`config.mk`:
```
export PLATFORM = sky130hd
export DESIGN_NAME = mem_arbiter
export DESIGN_NICKNAME = d
export VERILOG_FILES = /design/src/rtl/simplerv_pkg.sv /design/src/rtl/arb_prio.sv /design/src/rtl/mem_arbiter.sv
export SDC_FILE = /design/constraint.sdc
export NUM_CORES = 1
export LEC_CHECK = 0
export BUFFER_PORTS_ARGS = -buffer_cell sky130_fd_sc_hd__buf_2
export CAP_MARGIN = 40
export CORE_MARGIN = 5
export CORE_UTILIZATION = 43
export DETAILED_ROUTE_END_ITERATION = 10
export GPL_ROUTABILITY_DRIVEN = 0
export PLACE_DENSITY = 0.82
export SETUP_SLACK_MARGIN = 0.1
export SKIP_CTS_REPAIR_TIMING = 1
export SYNTH_ARGS = -nofsm -noshare
export SYNTH_HDL_FRONTEND = slang
export SYNTH_SLANG_ARGS = --single-unit
```
`constraint.sdc`:
```
create_clock -name clk -period 1.8 [get_ports clk]
set_input_delay 0.18 -clock clk [delete_from_list [all_inputs] [get_ports clk]]
set_output_delay 0.18 -clock clk [all_outputs]
set_load 0.01 [all_outputs]
```
`src/rtl/simplerv_pkg.sv`:
```
// Shared types and constants for the memory arbiter slice.
// Latency: n/a (declarations only).
// Backpressure: n/a (declarations only).
package simplerv_pkg;

    localparam int ACCESS_W = 3;
    localparam logic [ACCESS_W-1:0] ACCESS_WORD = 3'b010;

    typedef enum logic [1:0] {
        IDLE  = 2'd0,
        ISSUE = 2'd1,
        RESP  = 2'd2
    } arb_state_e;

    // Command captured at arbitration and replayed to memory one cycle later.
    typedef struct packed {
        logic                is_fetch;
        logic                we;
        logic [ACCESS_W-1:0] access;
        logic [31:0]         addr;
        logic [31:0]         wdata;
    } mem_cmd_t;

endpackage

```
`src/rtl/arb_prio.sv`:
```
// Fixed data-over-fetch priority with an anti-starvation override for fetch.
// Latency: purely combinational.
// Backpressure: no grant when arb_en is low; a losing request simply stays pending.
module arb_prio #(
    parameter int STARVE_LIMIT = 4
) (
    input  logic       arb_en,
    input  logic       if_req,
    input  logic       d_req,
    input  logic [3:0] streak,
    output logic       grant_if,
    output logic       grant_d
);

    localparam logic [3:0] LIMIT = 4'(STARVE_LIMIT);

    // Data wins unless fetch is contending and has lost LIMIT times in a row.
    always_comb begin
        grant_if = 1'b0;
        grant_d  = 1'b0;
        if (arb_en) begin
            if (d_req && !(if_req && (streak >= LIMIT))) begin
                grant_d = 1'b1;
            end else if (if_req) begin
                grant_if = 1'b1;
            end
        end
    end

endmodule

```
`src/rtl/mem_arbiter.sv`:
```
// Arbitrates fetch and data ports onto one single-port memory (optional stats: MEM_ARB_STATS_EN).
// Latency: gnt in cycle 0, memory strobe in cycle 1, rvalid in cycle 2; one access per 2 cycles.
// Backpressure: requesters hold until gnt; no grant while an access is being issued.
module mem_arbiter
    import simplerv_pkg::*;
#(
    parameter int STARVE_LIMIT = 4
) (
    input  logic                clk,
    input  logic                rst,
    input  logic                if_req,
    input  logic [31:0]         if_addr,
    output logic                if_gnt,
    output logic                if_rvalid,
    output logic [31:0]         if_rdata,
    input  logic                d_req,
    input  logic                d_we,
    input  logic [ACCESS_W-1:0] d_access,
    input  logic [31:0]         d_addr,
    input  logic [31:0]         d_wdata,
    output logic                d_gnt,
    output logic                d_rvalid,
    output logic [31:0]         d_rdata,
    output logic                mem_load,
    output logic                mem_store,
    output logic [ACCESS_W-1:0] mem_access,
    output logic [31:0]         mem_addr,
    output logic [31:0]         mem_wdata,
    input  logic [31:0]         mem_rdata,
    output logic                busy
`ifdef MEM_ARB_STATS_EN
    ,
    output logic [31:0]         stat_if_grants,
    output logic [31:0]         stat_d_grants,
    output logic [31:0]         stat_contended
`endif
);

    localparam logic [3:0] LIMIT = 4'(STARVE_LIMIT);

    arb_state_e state_q, state_d;
    logic [3:0] streak_q, streak_d;
    mem_cmd_t   cmd_q, cmd_d;
    logic       arb_en;
    logic       grant_if;
    logic       grant_d;

    // Arbitration only in IDLE/RESP; reset suppresses grants so outputs stay quiet.
    assign arb_en = rst && (state_q != ISSUE);

    arb_prio #(
        .STARVE_LIMIT(STARVE_LIMIT)
    ) u_prio (
        .arb_en  (arb_en),
        .if_req  (if_req),
        .d_req   (d_req),
        .streak  (streak_q),
        .grant_if(grant_if),
        .grant_d (grant_d)
    );

    // Next state, captured command and starvation streak.
    always_comb begin
        state_d  = state_q;
        cmd_d    = cmd_q;
        streak_d = streak_q;
        case (state_q)
            IDLE:    if (grant_if || grant_d) state_d = ISSUE;
            ISSUE:   state_d = RESP;
            RESP:    state_d = (grant_if || grant_d) ? ISSUE : IDLE;
            default: state_d = IDLE;
        endcase
        if (grant_if) begin
            cmd_d    = '{is_fetch: 1'b1, we: 1'b0, access: ACCESS_WORD, addr: if_addr, wdata: 32'd0};
            streak_d = 4'd0;
        end else if (grant_d) begin
            cmd_d    = '{is_fetch: 1'b0, we: d_we, access: d_access, addr: d_addr, wdata: d_wdata};
            streak_d = !if_req ? 4'd0 : ((streak_q >= LIMIT) ? LIMIT : streak_q + 4'd1);
        end
    end

    // State, command and streak registers with synchronous active-low reset.
    always_ff @(posedge clk) begin
        if (!rst) begin
            state_q  <= IDLE;
            cmd_q    <= '0;
            streak_q <= 4'd0;
        end else begin
            state_q  <= state_d;
            cmd_q    <= cmd_d;
            streak_q <= streak_d;
        end
    end

    // Port outputs: memory command in ISSUE, response in RESP, all zero under reset.
    always_comb begin
        if_gnt     = grant_if;
        d_gnt      = grant_d;
        if_rvalid  = 1'b0;
        if_rdata   = 32'd0;
        d_rvalid   = 1'b0;
        d_rdata    = 32'd0;
        mem_load   = 1'b0;
        mem_store  = 1'b0;
        mem_access = '0;
        mem_addr   = 32'd0;
        mem_wdata  = 32'd0;
        busy       = rst && (state_q != IDLE);
        if (rst && (state_q == ISSUE)) begin
            mem_load   = cmd_q.is_fetch || !cmd_q.we;
            mem_store  = !cmd_q.is_fetch && cmd_q.we;
            mem_access = cmd_q.access;
            mem_addr   = cmd_q.addr;
            mem_wdata  = cmd_q.wdata;
        end
        if (rst && (state_q == RESP)) begin
            if (cmd_q.is_fetch) begin
                if_rvalid = 1'b1;
                if_rdata  = mem_rdata;
            end else begin
                d_rvalid = 1'b1;
                d_rdata  = cmd_q.we ? 32'd0 : mem_rdata;
            end
        end
    end

`ifdef MEM_ARB_STATS_EN
    logic [31:0] stat_if_q, stat_if_d;
    logic [31:0] stat_d_q, stat_d_d;
    logic [31:0] stat_cont_q, stat_cont_d;

    // Free-running wrap-around event counters.
    always_comb begin
        stat_if_d   = stat_if_q + 32'(grant_if);
        stat_d_d    = stat_d_q + 32'(grant_d);
        stat_cont_d = stat_cont_q + 32'(if_req && d_req && !grant_if);
    end

    // Counter registers, cleared by reset.
    always_ff @(posedge clk) begin
        if (!rst) begin
            stat_if_q   <= 32'd0;
            stat_d_q    <= 32'd0;
            stat_cont_q <= 32'd0;
        end else begin
            stat_if_q   <= stat_if_d;
            stat_d_q    <= stat_d_d;
            stat_cont_q <= stat_cont_d;
        end
    end

    assign stat_if_grants = stat_if_q;
    assign stat_d_grants  = stat_d_q;
    assign stat_contended = stat_cont_q;
`endif

endmodule

```
==> metrics, run 1 <==
slowest CP cell=dfxtp_4; WHS=0.0465 ns; final period demand of the worst path=1.82 ns; Synth Instances=approximately 480; max cap viols=0; cts bufs inserted=9; vias=about 5300; CTS root buffer=clkbuf_8; row cnt=36; Relative slew margins=0.705; crit-path max FO=8; violated checks=negative setup slack; P&R area growth vs syn=59.3%; outcome=finished, violations left; vias in the first global route=4581; clk buf depth=2; sequential share of the synthesized area=0.361; Floorplan Core Area=0.00959 mm2; placed wire-length estimate=11.8 mm; pre-CTS setup slack=0.210 ns; Setup-failing EPs final=15; Clock Pin Slew Worst Setup and Hold Paths=0.07 ns; GRT Residual Overflow=0; # H-tree levels=3; initial drt markers=495; power density over cell area=576 mW/mm2; most common cell after layout, fill and taps aside=buf_2; fraction of layout cells with a size suffix above 1=0.507; number of synthesized register bits=75; CTS tree=yes; Yosys cell types=35; total power=roughly 3.8 mW; number of I/O pins=274; Clk Latency, worst-skew pair=around 0.35 ns; setup TNS=-0.148 ns; crit path capture type=primary output; I/O Buffers=about 270; drt pass-1 iters=5; post-route worst setup slack=-0.0239 ns; slowest stage delay, CP=0.36 ns; Critical Path RT=1.62 ns; DIE WIDTH=between 100 and 150 um; first-pass GRT wire length=23.2 mm; largest net degree at the start of global routing=60; unrepaired setup endpoints after global routing=true; Die Height=~110 um; syn nets=619; syn_area_per_cell=8.63 um2; Yosys warnings=0; Pins Over Slew Limit=0; ANT nets after route=0; Max rail drop VDD=~420 uV; fmax=548 MHz; clk_skew=0.0114 ns; total global-route track usage=0.249; Arr. time, crit path=~1.6 ns; Cell Area, Synth=between 0.004 and 0.005 mm2; wire length per cell=between 20 and 25 um; Static Leak=3.31 nW; Die ar.=0.0117 mm2; cell mode on critical path=buf_6; Initial Util=0.434; startpoint types=register; Hold Crit Class=input port to register; critical path type=register to primary output; # DRC=0; vias per cell=5.96; endpoints failing hold=0; final core utilization=0.691; final worst-path cycle share=1.01; Final #Nets=883; most frequent cells in the layout=240 x buf_2, 70 x dfxtp_1, 50 x and2_1; antenna violations before repair=4; crit-path cells=nand3b_1 > buf_6 > nor2_4 > buf_6 > buf_6 > and2_1 > buf_2; DRT Wirelength=18.1 mm; CTS Sinks=75; Worst Max-Slew Pin Slew=0.442 ns
[metal layers]
layer,vias to the layer above,track usage,share of wire
met5,-,0,0
met4,0,0.114,0.051
met3,65,0.0448,0.086
met2,323,0.456,0.51
met1,2510,0.278,0.35
li1,2387,-,-
[power by group]
group / leakage, nW / internal, mW / total, mW / switching, mW
sequential: 0.617 / 1.76 / 1.82 / 0.0628
combinational: 2.61 / 0.432 / 0.872 / 0.440
clock: 0.0860 / 0.525 / 1.12 / 0.595
[logic make-up after synthesis]
group,count (synthesis),synth area share
DFF,75,0.361
buffers and inverters,69,0.0746
and+or+nand+nor,220,0.351
adders and majority gates,1,0.00301
AOI/OAI and AO/OA,117,0.210
[critical path: cells and delay by family, from the launching register on]
kind	cells	cell delay [ns]
flops	1	0.36
simple gates	3	0.42
buf+inv	4	0.51
[sequential cells by signal, indices dropped and copies added, names as in the netlist]
register	cells
streak_q	4
cmd_q	69
state_q	2
[per-stage QoR]
stage / std cells / instance area [um2]
2_1_floorplan: 482 / 4160
3_3_place_gp: 842 / 5690
3_5_place_dp: 842 / 5690
4_1_cts: 857 / 5850
5_1_grt: 887 / 6630
6_report: 887 / 6630
[cell usage after synthesis]
| master | instances | area [um2] |
|---|---|---|
| inv_1 | 3 | 11.3 |
| buf_2 | 26 | 130 |
| buf_4 | 3 | 22.5 |
| buf_6 | 1 | 11.3 |
| nor3b_2 | 1 | 12.5 |
| nor2_1 | 3 | 11.3 |
| nor2b_1 | 1 | 6.26 |
| o31ai_2 | 1 | 12.5 |
| nor3_1 | 2 | 10.0 |
| nor4b_1 | 32 | 280 |
| o31ai_1 | 37 | 278 |
| nand3b_1 | 1 | 7.51 |
| and3_1 | 68 | 425 |
| a21boi_0 | 1 | 7.51 |
| clkbuf_1 | 33 | 124 |
| and2_1 | 66 | 413 |
| o21ai_2 | 1 | 8.76 |
| nand4b_1 | 1 | 8.76 |
| o2111ai_1 | 1 | 8.76 |
| dfxtp_1 | 75 | 1500 |
| nor3b_1 | 2 | 15.0 |
| a211o_1 | 1 | 8.76 |
| a221oi_1 | 1 | 8.76 |
| ha_1 | 1 | 12.5 |
| nor4bb_1 | 1 | 10.0 |
| a31oi_1 | 1 | 6.26 |
| nand2_1 | 4 | 15.0 |
| buf_1 | 3 | 11.3 |
| nand2b_1 | 1 | 6.26 |
| nand4_1 | 36 | 225 |
| a221o_1 | 32 | 320 |
| nor3_4 | 1 | 16.3 |
| o21bai_1 | 1 | 7.51 |
| o21a_1 | 3 | 22.5 |
| a21oi_1 | 37 | 185 |
[final timing paths]
path,end,start,cells past startpoint,slack (ns)
worst min-delay path,cmd_q[65],d_access[1],2,0.05
worst min register to register,cmd_q[29],cmd_q[29],2,0.47
worst max-delay path,if_rdata[25],state_q[0],7,-0.02
worst max register to register,cmd_q[41],state_q[0],6,0.20
[cell type report]
type	count	area, um2
Timing Repair Buffer	318	2220
Clock inverter	3	15.0
Fill cell	760	2970
Clock buffer	12	145
Antenna cell	4	10.0
Multi-Input combinational cell	339	2550
Inverter	3	11.3
Tap cell	133	166
Sequential cell	75	1510
No activity file was read; power rests on OpenSTA's default activity.
==> inputs of run 2 (changes only) <==
- CORE_AREA: not set -> 2 2 105 107
- CORE_MARGIN: 5 -> not set
- CORE_UTILIZATION: 43 -> not set
- DIE_AREA: not set -> 0 0 107 109
- PLACE_DENSITY: 0.82 -> 0.76
==> metrics, run 2 (synthesized netlist as in run 1, its figures left out) <==
outcome=finished, violations left (unchanged); violated checks=negative setup slack (unchanged); CTS root buffer=clkbuf_8 (unchanged); initial drt markers=524 (was 495); max cap viols=0 (unchanged); CTS tree=yes (unchanged); Pins Over Slew Limit=0 (unchanged); final core utilization=0.645 (was 0.691); vias in the first global route=4608 (was 4581); fraction of layout cells with a size suffix above 1=0.525 (was 0.507); clk_skew=0.0155 ns (was 0.0114 ns); GRT Residual Overflow=0 (unchanged); HP Start=d_access[1] (unchanged); vias per cell=5.79 (was 5.96); # DRC=0 (unchanged); Post-Place Cells=853 (was 842); Worst Reg-to-Reg Cells=6 (unchanged); Static Leak=3.46 nW (was 3.31 nW); critical path type=register to primary output (unchanged); power density over cell area=597 mW/mm2 (was 576 mW/mm2); largest net degree at the start of global routing=47 (was 60); endpoints failing hold=0 (unchanged); DIE WIDTH=107 um (was 108 um); antenna violations before repair=6 (was 4); Setup-failing EPs final=35 (was 15); fill cell count=882 (was 760); placed wire-length estimate=11.9 mm (was 11.8 mm); post-route worst setup slack=-0.0709 ns (was -0.0239 ns); I/O Buffers=273 (unchanged); wire length per cell=20.2 um (was 20.5 um); most frequent cells in the layout=229 x buf_2, 72 x dfxtp_1, 58 x and3_1 (was 240 x buf_2, 70 x dfxtp_1, 50 x and2_1); Arr. time, crit path=1.69 ns (was 1.64 ns); Initial Util=0.392 (was 0.434); crit path capture type=primary output (unchanged); Hold Crit Class=input port to register (unchanged); Worst Hold Path EP=cmd_q[65] (unchanged); Worst Max-Slew Pin Slew=0.456 ns (was 0.442 ns); drt pass-1 iters=5 (unchanged); max FFs per register=69 (unchanged); ANT nets after route=0 (unchanged); Die ar.=0.0117 mm2 (about the same); clk buf depth=2 (unchanged); Worst Hold Depth=2 (unchanged); Most flops, register=cmd_q (unchanged); row cnt=38 (was 36); Relative slew margins=0.696 (was 0.705); vias=5253 (was 5285); number of I/O pins=274 (unchanged); Max rail drop VDD=439 uV (was 424 uV); Clock Pin Slew Worst Setup and Hold Paths=0.08 ns (was 0.07 ns); cts bufs inserted=9 (unchanged); RR Endpoint=cmd_q[63] (was cmd_q[41]); first-pass GRT wire length=24.3 mm (was 23.2 mm); total global-route track usage=0.268 (was 0.249); Die Height=109 um (was 108 um); final period demand of the worst path=1.87 ns (was 1.82 ns); most common cell after layout, fill and taps aside=buf_2 (unchanged); DRT Wirelength=18.3 mm (was 18.1 mm); crit-path max FO=9 (was 8); Final #Nets=895 (was 883); biggest regs=cmd_q x69, streak_q x4, state_q x2 (unchanged); # H-tree levels=3 (unchanged); unrepaired setup endpoints after global routing=true (unchanged); r2r startpoint=state_q[0] (unchanged); pre-CTS setup slack=0.0442 ns (was 0.210 ns); Critical Path RT=1.62 ns (about the same); startpoint types=register (unchanged); area after detailed placement=0.00572 mm2 (was 0.00569 mm2); final worst-path cycle share=1.04 (was 1.01); setup slack, reg-to-reg=0.10 ns (was 0.20 ns); CTS Sinks=75 (unchanged); Floorplan Core Area=0.0106 mm2 (was 0.00959 mm2); fin cells=907 (was 887); P&R area growth vs syn=64.4% (was 59.3%); fin area=0.00684 mm2 (was 0.00663 mm2); fmax=534 MHz (was 548 MHz); Clk Latency, worst-skew pair=0.35 ns (about the same)
## run 2: changes by cell type in the layout (fill, tap and decap cells not counted), sizes merged
cell / change
clkinv: -2
clkbuf: +4
nor2b: -1
bufinv: +1
diode: +1
buf: +9
dlymetal6s2s: +1
## run 2: area by class of cell
type	instances	area [um2]	share of cell area
inverters	3	11.3	0.00165
flip-flops and latches	75	1510	0.220
clock inverters	2	35.0	0.00512
repair buffers	331	2410	0.352
multi-input cells	338	2530	0.370
well taps	140	175	0.0256
diodes	5	12.5	0.00183
clock buffers	13	159	0.0232
## run 2: worst max-delay path: stages (launching register included)
cell and delay, ns:
dfxtp_2 0.35, nor2b_4 0.33, buf_12 0.21, clkbuf_16 0.15, and3_1 0.17, buf_2 0.14
## run 2: worst max-delay path by stage
stage,startpoint,endpoint,slack (ns),cells past startpoint
floorplan,state_q[0],mem_access[0],0.38,5
CTS,state_q[0],if_gnt,-0.34,4
global route,state_q[0],mem_wdata[26],-0.14,5
detailed placement,state_q[0],if_gnt,0.04,4
global placement,state_q[0],if_gnt,0.08,4
finish,state_q[0],mem_wdata[6],-0.07,5
## run 2: report_power, final
group / internal [mW] / switching, mW / total (mW)
Sequential: 1.76 / 0.0563 / 1.82
Combinational: 0.476 / 0.464 / 0.940
Clock: 0.709 / 0.615 / 1.32
Total: 2.95 / 1.13 / 4.08
## run 2: stage by stage
stage	total power, mW	setup TNS (ns)	hold slack, ns
finish	4.08	-1.15	0.0414
global route	4.25	-5.12	0.0428
CTS	3.87	-7.44	0.0241
detailed placement	2.56	0	0.396
global placement	2.54	0	0.388
floorplan	2.22	0	0.298
## run 2: per-layer routing
layer  vias to the layer above  GRT usage  wire [um]
li1                       2397          -          -
met1                      2512      0.311       6960
met2                       307      0.474       9310
met3                        35     0.0723       1690
met4                         2     0.0974        357
met5                         -          0         10
